## src/rtl/counter_monitor.sv

```systemverilog
// Passive checker for the free-running counter: predicts its next value one cycle ahead
// and flags, counts and captures every cycle where the observed output disagrees.
module counter_monitor #(
    parameter int COUNTER_WIDTH = 16,
    parameter int ERR_WIDTH     = 8
) (
    input  logic                     i_clock,
    input  logic                     i_reset_n,
    input  logic                     i_clear,
    input  logic                     i_enable,
    input  logic [COUNTER_WIDTH-1:0] i_counter,
    input  logic                     i_err_clear,
    output logic                     o_locked,
    output logic                     o_error,
    output logic                     o_sticky_error,
    output logic [ERR_WIDTH-1:0]     o_error_count,
    output logic [COUNTER_WIDTH-1:0] o_first_expected,
    output logic [COUNTER_WIDTH-1:0] o_first_observed
);

    typedef enum logic {
        UNLOCKED = 1'b0,
        LOCKED   = 1'b1
    } state_t;

    localparam logic [COUNTER_WIDTH-1:0] CNT_ONE = {{(COUNTER_WIDTH-1){1'b0}}, 1'b1};
    localparam logic [ERR_WIDTH-1:0]     ERR_ONE = {{(ERR_WIDTH-1){1'b0}}, 1'b1};
    localparam logic [ERR_WIDTH-1:0]     ERR_MAX = {ERR_WIDTH{1'b1}};

    state_t                   state;
    logic [COUNTER_WIDTH-1:0] expected;
    logic [COUNTER_WIDTH-1:0] next_expected;
    logic                     mismatch;

    // Model reloads from the observed value so one bad sample costs exactly one error.
    always_comb begin
        next_expected = i_counter;
        if (i_clear) begin
            next_expected = '0;
        end else if (i_enable) begin
            next_expected = i_counter + CNT_ONE;
        end
    end

    assign mismatch = (state == LOCKED) && (i_counter != expected);

    always_ff @(posedge i_clock or negedge i_reset_n) begin
        if (!i_reset_n) begin
            state            <= UNLOCKED;
            expected         <= '0;
            o_locked         <= 1'b0;
            o_error          <= 1'b0;
            o_sticky_error   <= 1'b0;
            o_error_count    <= '0;
            o_first_expected <= '0;
            o_first_observed <= '0;
        end else begin
            state    <= LOCKED;
            o_locked <= 1'b1;
            expected <= next_expected;
            o_error  <= mismatch;

            if (i_err_clear) begin
                o_sticky_error   <= 1'b0;
                o_error_count    <= '0;
                o_first_expected <= '0;
                o_first_observed <= '0;
            end

            // A mismatch coinciding with an error clear is recorded as the first one after it.
            if (mismatch) begin
                o_sticky_error <= 1'b1;
                if (i_err_clear) begin
                    o_error_count <= ERR_ONE;
                end else if (o_error_count != ERR_MAX) begin
                    o_error_count <= o_error_count + ERR_ONE;
                end
                if (!o_sticky_error || i_err_clear) begin
                    o_first_expected <= expected;
                    o_first_observed <= i_counter;
                end
            end
        end
    end

endmodule
```

## config.mk

```make
export PLATFORM = sky130hd
export DESIGN_NAME = counter_monitor
export DESIGN_NICKNAME = d
export VERILOG_FILES = /design/src/rtl/counter_monitor.sv
export SDC_FILE = /design/constraint.sdc
export NUM_CORES = 1
export LEC_CHECK = 0
export BUFFER_PORTS_ARGS = -buffer_cell sky130_fd_sc_hd__buf_2
export CORE_AREA = 3 3 57 112
export CTS_CLUSTER_DIAMETER = 30
export DETAILED_ROUTE_END_ITERATION = 8
export DIE_AREA = 0 0 60 115
export PLACE_DENSITY_LB_ADDON = 0.2
export RECOVER_POWER = 100
export SYNTH_ARGS = -nofsm -noshare
export SYNTH_HDL_FRONTEND = slang
export SYNTH_SLANG_ARGS = --single-unit
```

## constraint.sdc

```tcl
create_clock -name i_clock -period 2.3 [get_ports i_clock]
set_input_delay 0 -clock i_clock [delete_from_list [all_inputs] [get_ports i_clock]]
set_output_delay 0 -clock i_clock [all_outputs]
set_load 0.02 [all_outputs]
```

# Word level (Yosys, flattened, before mapping)
# Cells that the tools add are included.
dict set report totals {
  out_inout_bits 43
  ff_bits 59
}
dict set report op_classes {
  mux 14
  addsub 2
  n_reduce_logical 4
  n_eq_ne 2
}
# op count
set ops {}
lappend ops {{two-way mux 16 bit} 8}
lappend ops {{two-way mux 8 bit} 4}
lappend ops {{adder 16 x 1 -> 16 bit, second input constant} 1}
lappend ops {{inequality test 16 bit} 1}
lappend ops {{adder 8 x 1 -> 8 bit, second input constant} 1}
lappend ops {{inequality test 8 bit, second input constant} 1}
lappend ops {{two-way mux 1 bit} 2}
lappend ops {{nonzero test 2 bit} 1}
lappend ops {{logical AND 1 bit} 1}
lappend ops {{zero test 1 bit} 1}
lappend ops {{logical OR 1 bit} 1}

# Depth between registers and ports, before layout
dict set report depth {
  word_depth 4
  ltp_mapped 7
  depth_no_buf 6
}

# Worst setup path after synthesis
# Ideal clock, no wire load.
dict set report synth_timing {
  kind {flip-flop to flip-flop}
  start {reg o_error_count[0]}
  end {reg o_error_count[3]}
  required_time_ns 2.222
  setup_time_ns 0.078
  period_less_slack_ns 2.030
  stages_incl_launch_ff 7
  slack_ns 0.270
  n_path_buf 1
  arrival_ns 1.952
  path_cell_list {dfrtp_1 -> ha_1 -> and3_1 -> and3_1 -> clkbuf_1 -> or4_2 -> a21oi_1}
}
dict set report synth_via {
  elab_chain_len 4
  elab_cells_between_ends 5
  cone_classes {add/sub (1); eq/ne (1); mux (3)}
}
# element line
set synth_rtl {}
lappend synth_rtl {{start, declared} 16} ;# output logic [ERR_WIDTH-1:0] o_error_count,
lappend synth_rtl {{start signal, assigned} 76} ;# o_error_count <= o_error_count + ERR_ONE;
lappend synth_rtl {{adder 8 x 1 -> 8 bit / inequality test 8 bit (equally long branches)} {76, 75}}
lappend synth_rtl {{two-way mux 8 bit (*)} 75} ;# end else if (o_error_count != ERR_MAX) begin
lappend synth_rtl {{two-way mux 8 bit (*)} 73} ;# if (i_err_clear) begin
lappend synth_rtl {{two-way mux 8 bit (*)} 71} ;# if (mismatch) begin
# Every way passes the cells marked *; elsewhere a longest branch is shown, timed or not.
# A chain may end at the register's enable or synchronous reset.

# Final worst setup path
dict set report layout_timing {
  start {in i_counter[5]}
  end {reg o_error_count[7]}
}
dict set report layout_via {
  elab_chain_len 3
}
# element line
set layout_rtl {}
lappend layout_rtl {{start, declared} 11} ;# input logic [COUNTER_WIDTH-1:0] i_counter,
lappend layout_rtl {{inequality test 16 bit} 45} ;# assign mismatch = (state == LOCKED) && (i_counter != expected);
lappend layout_rtl {{logical AND 1 bit} 45}
lappend layout_rtl {{via mismatch} 33} ;# logic mismatch;
lappend layout_rtl {{two-way mux 8 bit} 71}
# The timed path passes the listed nets, and every way through them passes these cells.

==> summary.md <==
| Metric | Value |
|---|---|
| Leading post-synthesis cells by cell area | dfrtp_1, mux2_4, nor2b_1 |
| Largest fanout on the critical path | 9 |
| CTS root buf | clkbuf_16 |
| Most frequent cells in the layout | dfrtp_1, clkbuf_1, nor2b_1 |
| GR Util All Layers | 21.3% |
| H-tree level count | 3 |
| Initial Util | 53.3% |
| Final wirelength | 6.59 mm |
| # diodes | 0 |
| P&R area growth vs syn | 17.3% |
| Setup bufs post-CTS | 0 |
| Clock transition at path regs | 0.05 ns |
| Worst Setup Path Type | input pin to flop |
| Final worst path period need | 2.07 ns |
| Die W | 60 um |
| CP Launch Type | input pin |
| Vias | 2101 |
| Layout cells sized above 1 | 13.9% |
| Crit path required time | 2.51 ns |
| Sequential Area | 0.00148 mm2 |
| I/O Pins | 64 |
| Setup TNS | 0 ns |
| Most common cell after layout, fill and taps aside | dfrtp_1 |
| Asr flop ratio synth | 100% |
| Hpwl dp | 4.67 mm |
| Post-synth EDFFs | 0 |
| Worst slew margin | 29.6% |
| RSZ-0062 raised after global routing | no |
| Drt pass-1 iters | 4 |
| Syn avg cell area | 11.8 um2 |
| TritonCTS Buffers | 9 |
| Die Span Y | 115 um |
| Pwr/cell area | 768 mW/mm2 |
| Number of distinct library cells after synthesis | 33 |
| Fill count | 531 |
| Crit path capture type | flop |
| Final ANT Viol Nets | 0 |
| Slew Limit Fails | 0 |
| Initial antenna violation count | 0 |
| CP max-delay cell | dlygate4sd3_1 |
| Peak VDD IR | 0.000614 V |
| Ratio of final minimum period to clock period | 90.0% |
| Grt ovf | 0 |
| Final hold slack | -0.00790 ns |
| Crit path from | i_counter[5] |
| Flops & latches, synth | 59 |
| Syn Nets | 278 |
| Largest net degree at the start of global routing | 39 |
| Hold Fails Final Rpt | 2 |
| Cell Chain, Critical Path | dlygate4sd3_1, clkbuf_1, xnor2_1, nand4_1, o41ai_4, buf_4, inv_2, and3_1, o221a_2 |
| Number of max-cap violations | 0 |
| CTS tree | yes |
| Sequential area share after synthesis | 49.0% |
| Fmax | 0.483 GHz |
| DR iter-0 viols | 84 |
| Failing checks | negative hold slack |
| Hold-fix buffers, CTS | 7 |
| Final non-filler cell area | 0.00354 mm2 |
| Core Area | 0.00566 mm2 |
| IO buf count | 63 |
| HP Start | i_counter[14] |
| Final setup fails | 0 |
| Synth area leader | dfrtp_1 |
| CTS resizes | 0 |
| CP Data Arrival Time | 2.28 ns |
| Vias in the first global route | 2250 |
| R2r startpoint | expected[11] |
| LEAKAGE | 1.60 nW |
| Final setup skew | 0.00246 ns |
| Top_reg_cell synth | dfrtp_1 |
| Area of the multi-input gates | 0.00134 mm2 |
| Layout Nets | 350 |
| Slew @ Worst Pin | 1.06 ns |
| Detail Route met3 WL | 275 um |
| Crit-path max cell delay | 0.52 ns |
| Die area | 0.00690 mm2 |
| Status | complete, but fails checks |
| GP Congestion | 0.831 |
| Clock Latency Late Sink | 0.32 ns |
| WL met2 | 3.61 mm |
| DRC | 0 |
| Highest routed layer | met4 |
| Class of the worst hold path | input pin to flop |
| Mapped Area | 0.00302 mm2 |
| Ys Warns | 0 |
| Row Count | 39 |
| Largest buffer count on any clock path | 2 |
| CTS sink cnt | 59 |
| WL/cell | 16.8 um |
| Syn Inst Count | 255 |
| Vias per cell | 5.35 |
| Synth top area share | 49.0% |
| Placed cell areas | 0.00338 mm2 |
| Wl on met1 | 2.45 mm |
| First-pass GRT wire length | 10.6 mm |
## through the flow
stage | utilization, % | power [mW] | setup slack, ns | instances
after floorplan | - | 1.43 | 0.270 | 255
after CTS | 65.7 | 2.80 | 0.232 | 393
after global routing | 62.5 | 2.85 | 0.0926 | 393
final | 62.5 | 2.72 | 0.231 | 393
after global placement | 59.6 | 1.57 | 0.280 | 370
after detailed placement | 59.6 | 1.58 | 0.239 | 370
## synthesized netlist by cell type, types with 2 or more instances
library cell,n
a21o_1,2
a21oi_1,5
and3_1,8
buf_2,2
buf_6,3
clkbuf_1,8
dfrtp_1,59
ha_1,2
inv_1,2
mux2_2,3
mux2_4,30
mux2i_1,2
nand2_1,10
nand3_1,5
nand4_1,10
nor2_1,20
nor2b_1,33
nor3_1,3
o21ai_0,4
o31ai_1,2
or3_1,2
or4_2,2
xnor2_1,21
xor2_1,8
## flip-flops by register name (all words and copies together) (netlist names)
register,count
o_first_observed,16
o_sticky_error,1
o_error,1
o_first_expected,16
expected,16
state,1
o_error_count,8
## power by group
group | switching, mW | internal, mW
logic | 0.223 | 0.138
registers | 0.0420 | 1.11
clock network | 0.428 | 0.782
## worst max-delay path: cells and delay by family
kind	cells	cell delay (ns)
buf+inv	4	1.09
compound gates	2	0.70
xor+xnor	1	0.16
simple gates	2	0.33
## final timing paths
kind | endpoint | slack, ns | cells after the start
worst max register to register | o_error_count[7] | 0.26 | 7
min in group asynchronous | o_error_count[1] | 0.36 | 2
max in group asynchronous | o_first_observed[14] | 0.46 | 3
worst max-delay path | o_error_count[7] | 0.23 | 9
worst min-delay path | o_first_observed[14] | -0.008 | 2
worst min register to register | o_first_expected[3] | 0.52 | 1
## routing by layer
layer  vias to the layer above  GRT usage, %
li1                       1014             -
met1                      1006          22.9
met2                        59          36.3
met3                        22          6.29
met4                         0          10.9
met5                         -             0
## cell type report
class	instances	share of cell area, %
Clock inverter	2	0.283
Inverter	3	0.318
Tap cell	61	2.16
Multi-Input combinational cell	179	37.9
Sequential cell	59	41.7
Timing Repair Buffer	75	10.1
Clock buffer	14	7.46
## cells by family after synthesis
group | count (synthesis) | synth area share (%)
AND/OR/NAND/NOR | 95 | 17.2
AO/OA/AOI/OAI | 17 | 4.69
multiplexers | 35 | 16.7
buffers and inverters | 17 | 3.07
adder cells (fa/ha/maj) | 2 | 0.830
flip-flops | 59 | 49.0
other | 1 | 0.124
XOR/XNOR | 29 | 8.42
No activity file was read; power rests on OpenSTA's default activity.
